===== src/rtl/zilla_pkg.sv =====
// Shared encodings for the iterative divider: operation codes and FSM states.
package zilla_pkg;

  typedef enum logic [1:0] {
    OP_DIV  = 2'b00,
    OP_DIVU = 2'b01,
    OP_REM  = 2'b10,
    OP_REMU = 2'b11
  } op_e;

  typedef enum logic [1:0] {
    ST_IDLE = 2'b00,
    ST_CALC = 2'b01,
    ST_DONE = 2'b10
  } state_e;

  function automatic logic op_is_rem(input op_e op);
    return (op == OP_REM) || (op == OP_REMU);
  endfunction

  function automatic logic op_is_signed(input op_e op);
    return (op == OP_DIV) || (op == OP_REM);
  endfunction

endpackage


===== src/rtl/zilla_iter_div.sv =====
// Radix-2 restoring divider for DIV/DIVU/REM/REMU: one quotient bit per cycle,
// with divide-by-zero and signed overflow short-circuited straight to DONE.
module zilla_iter_div
  import zilla_pkg::*;
#(
  parameter int XLEN           = 32,
  parameter int GPR_ADDR_WIDTH = 5
) (
  input  logic                      div_clk,
  input  logic                      div_rst,
  input  logic                      wdt_reset_i,
  input  logic                      start_i,
  input  logic [1:0]                op_i,
  input  logic [XLEN-1:0]           dividend_i,
  input  logic [XLEN-1:0]           divisor_i,
  input  logic [GPR_ADDR_WIDTH-1:0] rd_i,
  output logic                      div_busy_o,
  output logic                      rem_busy_o,
  output logic                      div_valid_o,
  output logic                      rem_valid_o,
  output logic [XLEN-1:0]           result_o,
  output logic [GPR_ADDR_WIDTH-1:0] rd_o
);

  localparam int CNT_W = $clog2(XLEN) + 1;
  localparam logic [XLEN-1:0] MOST_NEG = {1'b1, {(XLEN-1){1'b0}}};

  state_e                     state_reg, state_next;
  logic [CNT_W-1:0]           cnt_reg, cnt_next;
  op_e                        op_reg, op_next;
  logic [GPR_ADDR_WIDTH-1:0]  tag_reg, tag_next;
  logic [XLEN-1:0]            divisor_reg, divisor_next;
  logic [XLEN-1:0]            quot_reg, quot_next;
  logic [XLEN:0]              rem_reg, rem_next;
  logic                       neg_q_reg, neg_q_next;
  logic                       neg_r_reg, neg_r_next;
  logic [XLEN-1:0]            result_reg, result_next;
  logic [GPR_ADDR_WIDTH-1:0]  rd_out_reg, rd_out_next;

  op_e             op_in;
  logic            dividend_neg, divisor_neg;
  logic            div_zero, overflow;
  logic [XLEN-1:0] dividend_mag, divisor_mag;
  logic [XLEN+1:0] shifted, trial;
  logic [XLEN:0]   step_rem;
  logic [XLEN-1:0] step_quot;

  assign op_in        = op_e'(op_i);
  assign dividend_neg = op_is_signed(op_in) && dividend_i[XLEN-1];
  assign divisor_neg  = op_is_signed(op_in) && divisor_i[XLEN-1];
  assign dividend_mag = dividend_neg ? -dividend_i : dividend_i;
  assign divisor_mag  = divisor_neg ? -divisor_i : divisor_i;
  assign div_zero     = (divisor_i == '0);
  assign overflow     = op_is_signed(op_in) && (dividend_i == MOST_NEG) && (divisor_i == '1);

  // Shift the next dividend bit into the partial remainder and try the subtraction;
  // a borrow out of the top bit means the trial failed and the remainder is restored.
  assign shifted   = {rem_reg, quot_reg[XLEN-1]};
  assign trial     = shifted - {2'b00, divisor_reg};
  assign step_rem  = trial[XLEN+1] ? shifted[XLEN:0] : trial[XLEN:0];
  assign step_quot = {quot_reg[XLEN-2:0], ~trial[XLEN+1]};

  always_ff @(posedge div_clk or negedge div_rst) begin
    if (!div_rst) begin
      state_reg <= ST_IDLE;
    end else begin
      state_reg <= state_next;
    end
  end

  always_comb begin
    state_next   = state_reg;
    cnt_next     = cnt_reg;
    op_next      = op_reg;
    tag_next     = tag_reg;
    divisor_next = divisor_reg;
    quot_next    = quot_reg;
    rem_next     = rem_reg;
    neg_q_next   = neg_q_reg;
    neg_r_next   = neg_r_reg;
    result_next  = result_reg;
    rd_out_next  = rd_out_reg;
    if (wdt_reset_i) begin
      state_next = ST_IDLE;
      cnt_next   = '0;
    end else begin
      case (state_reg)
        ST_IDLE: begin
          if (start_i) begin
            op_next  = op_in;
            tag_next = rd_i;
            if (div_zero) begin
              result_next = op_is_rem(op_in) ? dividend_i : '1;
              rd_out_next = rd_i;
              state_next  = ST_DONE;
            end else if (overflow) begin
              result_next = op_is_rem(op_in) ? '0 : dividend_i;
              rd_out_next = rd_i;
              state_next  = ST_DONE;
            end else begin
              divisor_next = divisor_mag;
              quot_next    = dividend_mag;
              rem_next     = '0;
              neg_q_next   = dividend_neg ^ divisor_neg;
              neg_r_next   = dividend_neg;
              cnt_next     = CNT_W'(XLEN);
              state_next   = ST_CALC;
            end
          end
        end
        ST_CALC: begin
          quot_next = step_quot;
          rem_next  = step_rem;
          cnt_next  = cnt_reg - CNT_W'(1);
          // The result register loads on the edge into DONE so it is valid alongside the strobe.
          if (cnt_reg == CNT_W'(1)) begin
            if (op_is_rem(op_reg)) begin
              result_next = neg_r_reg ? -step_rem[XLEN-1:0] : step_rem[XLEN-1:0];
            end else begin
              result_next = neg_q_reg ? -step_quot : step_quot;
            end
            rd_out_next = tag_reg;
            state_next  = ST_DONE;
          end
        end
        ST_DONE: state_next = ST_IDLE;
        default: state_next = ST_IDLE;
      endcase
    end
  end

  always_ff @(posedge div_clk or negedge div_rst) begin
    if (!div_rst) begin
      cnt_reg     <= '0;
      op_reg      <= OP_DIV;
      tag_reg     <= '0;
      divisor_reg <= '0;
      quot_reg    <= '0;
      rem_reg     <= '0;
      neg_q_reg   <= 1'b0;
      neg_r_reg   <= 1'b0;
      result_reg  <= '0;
      rd_out_reg  <= '0;
    end else begin
      cnt_reg     <= cnt_next;
      op_reg      <= op_next;
      tag_reg     <= tag_next;
      divisor_reg <= divisor_next;
      quot_reg    <= quot_next;
      rem_reg     <= rem_next;
      neg_q_reg   <= neg_q_next;
      neg_r_reg   <= neg_r_next;
      result_reg  <= result_next;
      rd_out_reg  <= rd_out_next;
    end
  end

  assign div_busy_o  = (state_reg == ST_CALC) && !op_is_rem(op_reg);
  assign rem_busy_o  = (state_reg == ST_CALC) && op_is_rem(op_reg);
  assign div_valid_o = (state_reg == ST_DONE) && !op_is_rem(op_reg);
  assign rem_valid_o = (state_reg == ST_DONE) && op_is_rem(op_reg);
  assign result_o    = result_reg;
  assign rd_o        = rd_out_reg;

endmodule


===== config.mk =====
export PLATFORM = sky130hd
export DESIGN_NAME = zilla_iter_div
export DESIGN_NICKNAME = d
export VERILOG_FILES = /design/src/rtl/zilla_pkg.sv /design/src/rtl/zilla_iter_div.sv
export SDC_FILE = /design/constraint.sdc
export NUM_CORES = 1
export LEC_CHECK = 0
export CORE_MARGIN = 5
export CORE_UTILIZATION = 59
export DETAILED_ROUTE_END_ITERATION = 12
export PLACE_DENSITY_LB_ADDON = 0.15
export SKIP_LAST_GASP = 1
export SLEW_MARGIN = 25
export SYNTH_ARGS = -nofsm -noshare
export SYNTH_HDL_FRONTEND = slang
export SYNTH_SLANG_ARGS = --single-unit

===== constraint.sdc =====
create_clock -name div_clk -period 6.4 [get_ports div_clk]
set_input_delay 0.96 -clock div_clk [delete_from_list [all_inputs] [get_ports div_clk]]
set_output_delay 0.96 -clock div_clk [all_outputs]
set_load 0.02 [all_outputs]

# Word level (Yosys, flattened, before mapping)
# Cells that the tools add are included.
[word_totals]
elab_cells = 100
out_inout_bits = 41
ff_bits = 151
in_bits = 75
[op_classes]
n_reduce_logical = 23
bitwise = 5
n_eq_ne = 18
muxes = 37
addsub = 6
[ops]
columns = ["cell", "count"]
rows = [
  ["2-to-1 mux 32 bit", 14],
  ["2-to-1 mux 33 bit", 4],
  ["negator 32 bit", 4],
  ["case mux 32 bit (2 select lines)", 2],
  ["case mux 33 bit (2 select lines)", 1],
  ["equality test 32 bit (second input constant)", 2],
  ["subtractor 34 x 32 -> 34 bit", 1],
  ["logical NOT 32 bit", 1],
  ["2-to-1 mux 6 bit", 4],
  ["2-to-1 mux 5 bit", 4],
  ["inequality test 3 bit (second input constant)", 5],
  ["AND reduction 5 bit", 3],
  ["case mux 6 bit (2 select lines)", 1],
  ["equality test 2 bit (second input constant)", 5],
  ["2-to-1 mux 2 bit", 5],
  ["case mux 5 bit (2 select lines)", 1],
  ["logical AND 1 bit", 8],
  ["inequality test 2 bit (second input constant)", 4],
  ["equality test 6 x 1 -> 1 bit (second input constant)", 1],
  ["subtractor 6 x 1 -> 6 bit (second input constant)", 1],
  ["logical NOT 2 bit", 2],
  ["inverter 1 bit", 4],
  ["case mux 2 bit (2 select lines)", 1],
  ["AND reduction 4 bit", 1],
  ["other kinds (8)", 10],
]

# Depth between registers and ports, before layout
# Gate-level depths: netlist of the first run.
[logic_depth]
ltp_word = 9
mapped_depth = 27
ltp_nobuf = 22

# Worst setup path after synthesis of the first run
# No wires, ideal clock.
[synth_timing]
kind = "register to register"
from = "register rem_reg[19]"
to = "register result_reg[24], in the netlist result_o[24]"
path_stages_with_launch = 26
setup_time_ns = 0.095
t_arrival_ns = 5.291
path_buffers = 5
period_less_slack_ns = 5.386
required_time_ns = 6.305
slack_ns = 1.014
path_cell_list = "dfrtp_1 > ha_1 > buf_2 > a21oi_1 > o21ai_0 > a22o_1 > or3_1 > o311ai_4 > nor2_2 > inv_1 > buf_4 > buf_4 > buf_2 > buf_2 > nor2_1 > a21oi_1 > ha_1 > inv_1 > a2111oi_0 > nor4b_1 > nand4bb_1 > o41a_1 > o41ai_2 > xor2_1 > a21oi_1 > o31ai_1"
[synth_via]
elab_chain_len = 7
elab_cells_between_ends = 10
cone_classes = "add/sub: 3; mux: 6; bitwise: 1"
[synth_rtl]
columns = ["item", "line_no", "text"]
rows = [
  ["start: declaration", "zilla_iter_div.sv:34", "logic [XLEN:0] rem_reg, rem_next;"],
  ["start signal: assignment", "zilla_iter_div.sv:150", "rem_reg <= rem_next;"],
  ["subtractor 34 x 32 -> 34 bit", "zilla_iter_div.sv:59", "assign trial = shifted - {2'b00, divisor_reg};"],
  ["2-to-1 mux 33 bit or inverter 1 bit (tied branches)", "zilla_iter_div.sv:60, zilla_iter_div.sv:61", ""],
  ["negator 32 bit (on tied branches)", "zilla_iter_div.sv:118, zilla_iter_div.sv:120", ""],
  ["2-to-1 mux 32 bit (on tied branches)", "zilla_iter_div.sv:118, zilla_iter_div.sv:120", ""],
  ["2-to-1 mux 32 bit *", "zilla_iter_div.sv:117", "if (op_is_rem(op_reg)) begin"],
  ["2-to-1 mux 32 bit *", "zilla_iter_div.sv:116", "if (cnt_reg == CNT_W'(1)) begin"],
  ["case mux 32 bit (2 select lines) *", "zilla_iter_div.sv:87", "case (state_reg)"],
  ["end signal: assignment", "zilla_iter_div.sv:153", "result_reg <= result_next;"],
  ["end: declaration", "zilla_iter_div.sv:37", "logic [XLEN-1:0] result_reg, result_next;"],
]
# Every way passes the cells marked *; elsewhere a longest branch is shown, timed or not. The select of a mux whose other input is x is not followed.
# A chain may end at the register's enable or synchronous reset.

# Final worst setup path of the first run
[layout_timing]
from = "register rem_reg[19]"
to = "register result_reg[28], in the netlist result_o[28]"
# The elaborated chain is that of the path after synthesis.

==> results of run 1 <==
worst paths after layout:
kind | to | cells after the start | from
min in group asynchronous | divisor_reg[17] | 1 | div_rst
setup reg to reg | result_o[28] | 19 | rem_reg[19]
hold reg to reg | result_o[11] | 2 | result_o[11]
hold / removal | result_o[11] | 2 | result_o[11]
setup / recovery | result_o[28] | 19 | rem_reg[19]
max in group asynchronous | rd_o[2] | 2 | div_rst
metrics by stage:
stage                     util (%)  setup slack (ps)  power, W  instance area, um2  hold WS [ps]
after global routing          69.1               247   0.00432               14600           512
after detailed placement      66.1               948   0.00297               13900           469
after global placement        66.1              1080   0.00293               13900           460
after floorplan                  -              1010   0.00235               12600           474
final                         69.1               510   0.00412               14600           483
after CTS                     69.1               784   0.00408               14600           485
layer usage:
metal / global-route usage [%] / up-vias
li1: - / 6038
met1: 50.5 / 6233
met2: 51.2 / 779
met3: 8.55 / 101
met4: 11.0 / 2
met5: 0 / -
tightest hold or removal path, delay by kind of cell (launching register included):
kind | cells | cell delay [ps]
DFF | 1 | 340
AOI/OAI and AO/OA | 1 | 60
and+or+nand+nor | 1 | 60
power by group:
group          internal (W)  switching, W
Clock              0.000635      0.000481
Sequential          0.00115      0.000199
Combinational      0.000654       0.00100
Total               0.00244       0.00168
final cells by class:
type	instances	area [um2]	share of cell area (%)
inverters	60	225	1.55
clock inverters	15	205	1.41
clock buffers	17	425	2.92
flip-flops and latches	150	3750	25.8
multi-input cells	1326	8290	56.9
well taps	275	344	2.36
repair buffers	136	1330	9.10
cell families after synthesis:
group,Yosys count,share of synthesized area [%]
AND/OR/NAND/NOR,582,21.8
AO/OA/AOI/OAI,531,26.8
buffers and inverters,159,5.11
flip-flops,150,29.7
XOR/XNOR,125,8.66
multiplexers,46,3.76
adder cells (fa/ha/maj),42,4.17
cells in the final DEF (no fill, tap or decap), drive strengths merged, types with 6 or more instances in the layout:
cell type | synthesis | layout
or4 | 12 | 12
nor4 | 16 | 16
nand2b | 16 | 16
xnor2 | 72 | 72
or2 | 10 | 10
o21ai | 168 | 168
clkdlybuf4s50 | 0 | 114
dfrtp | 150 | 150
o21a | 6 | 6
nand3b | 6 | 6
xor2 | 53 | 53
and2 | 15 | 15
nor3 | 43 | 43
mux2i | 34 | 34
a211oi | 18 | 18
a21o | 16 | 16
nand4 | 17 | 17
buf | 32 | 22
a31oi | 30 | 30
ha | 39 | 39
nand2 | 191 | 191
or3 | 36 | 36
and3 | 6 | 6
mux2 | 12 | 12
inv | 60 | 70
o41ai | 17 | 17
o211ai | 16 | 16
a22o | 7 | 7
o31ai | 54 | 54
nand3 | 20 | 20
a21oi | 137 | 137
clkbuf | 67 | 17
nor2b | 10 | 10
nor2 | 165 | 165
==> impl_metrics.env, run 1 <==
export IMPL_relSlewSlack_pct=28.2
export IMPL_largest_register_ffs=33
export IMPL_io_buffers=115
export IMPL_grt_pass1_wl_um=67200
export IMPL_arrival_ps=6210
export IMPL_synth_most_common_cell="nand2_1"
export IMPL_synth_seq_area_share_pct=29.7
export IMPL_synth_distinct_cells=88
export IMPL_core_area_mm2=0.0211
export IMPL_cts_buffer_depth=2
export IMPL_antenna_left=0
export IMPL_synth_yosys_warnings=0
export IMPL_grt_pass1_vias=11900
export IMPL_grt_antenna_before_repair=1
export IMPL_path_clk_slew_ps=70
export IMPL_syn_area_per_cell_um2=7.74
export IMPL_period_share_pct=92.0
export IMPL_async_flop_share_pct=100
export IMPL_dr_first_iter_drc_count=1752
export IMPL_rows=53
export IMPL_crit_buf_inv=2
export IMPL_syn_to_final_growth_pct=15.2
export IMPL_finalMaxSlewViolations=0
export IMPL_vias=13200
export IMPL_leakage_nw=5.92
export IMPL_cts_tree="done"
export IMPL_fillers=1791
export IMPL_drc=0
export IMPL_syn_area_mm2=0.0126
export IMPL_status="completed"
export IMPL_critPathSlowestCell="o41ai_1"
export IMPL_hold_buffers=0
export IMPL_hp_class="reg2reg"
export IMPL_yosysTopAreaCellShare_pct=29.7
export IMPL_power_density_mw_per_mm2=283
export IMPL_path_cells="ha_1 > a21oi_1 > o21ai_0 > a22o_1 > or3_1 > o311ai_4 > nor2_4 > inv_1 > mux2i_1 > ha_1 > inv_1 > a2111oi_0 > nor4b_1 > nand4bb_1 > o41ai_1 > nand3_1 > o31ai_1 > xor2_1 > o211a_1"
export IMPL_crit_family="compound AO/OA/AOI/OAI gates"
export IMPL_ir_worst_vdd_mv=0.188
export IMPL_antennaDiodeCount=0
export IMPL_cap_violations=0
export IMPL_worst_setup_path_end_kind="flip-flop"
export IMPL_dp_cells=1947
export IMPL_htreeDepth=4
export IMPL_setup_viol=0
export IMPL_post_cts_buffers=0
export IMPL_ys_flop_type="dfrtp_1"
export IMPL_m1WireLength_um=18100
export IMPL_yosys_register_bits=150
export IMPL_netlist_top_cells_count="nand2_1, o21ai_0, nor2_1"
export IMPL_start_util_pct=60.0
export IMPL_final_cell_count_no_fill=1979
export IMPL_worst_pin_slew_ps=1080
export IMPL_root_buffer="clkbuf_16"
export IMPL_grt_max_degree=79
export IMPL_met3_length_um=4750
export IMPL_hold_viol=0
export IMPL_cp_max_fo=8
export IMPL_ios=116
export IMPL_drive_above_1_share_pct=5.99
export IMPL_place_gp_congestion=1.03
export IMPL_synth_edf_count=0
export IMPL_die_height_um=156
export IMPL_cts_made_buffers=17
export IMPL_cts_resized=0
export IMPL_wire_per_inst_um=21.8
export IMPL_start_kind="flip-flop"
export IMPL_synthCells=1635
export IMPL_synth_fp_nets=1750
export IMPL_totalNegativeSetupSlack_ps=0
export IMPL_skew_ps=12.4
export IMPL_yosys_area_top_type="dfrtp_1"
export IMPL_wl_um=43100
export IMPL_rsz0062_at_grt="false"
export IMPL_max_freq_mhz=170
export IMPL_dr_pass1_iters=6
export IMPL_final_min_clock_period_ps=5890
export IMPL_top_layer="met5"
export IMPL_grtUsageTotal_pct=34.8
export IMPL_clock_latency_ps=440
export IMPL_dp_final_hpwl_um=31900
export IMPL_rrSetupSlack_ps=510
export IMPL_slowest_delay_ps=650
export IMPL_gr_total_overflow=0
export IMPL_required_ps=6720
export IMPL_nets=1806
export IMPL_netlist_top_cells_area="dfrtp_1, o21ai_0, nand2_1, a21oi_1, xnor2_1"
export IMPL_cts_sinks=150
export IMPL_criticalPathCategory="reg2reg"
export IMPL_via_per_inst=6.65
export IMPL_met2WireLength_um=18800
export IMPL_dieArea_mm2=0.0245
export IMPL_die_w_um=156
Note: power is estimated with default switching activity, not from simulation.
==> run 2: changes to the inputs <==
--- a/config.mk
+++ b/config.mk
@@ -5,6 +5,7 @@
 export SDC_FILE = /design/constraint.sdc
 export NUM_CORES = 1
 export LEC_CHECK = 0
+export CAP_MARGIN = 0
 export CORE_MARGIN = 5
 export CORE_UTILIZATION = 59
 export DETAILED_ROUTE_END_ITERATION = 12
==> results of run 2 <==
The final DEF is identical to that of run 1; final timing and power are the same.
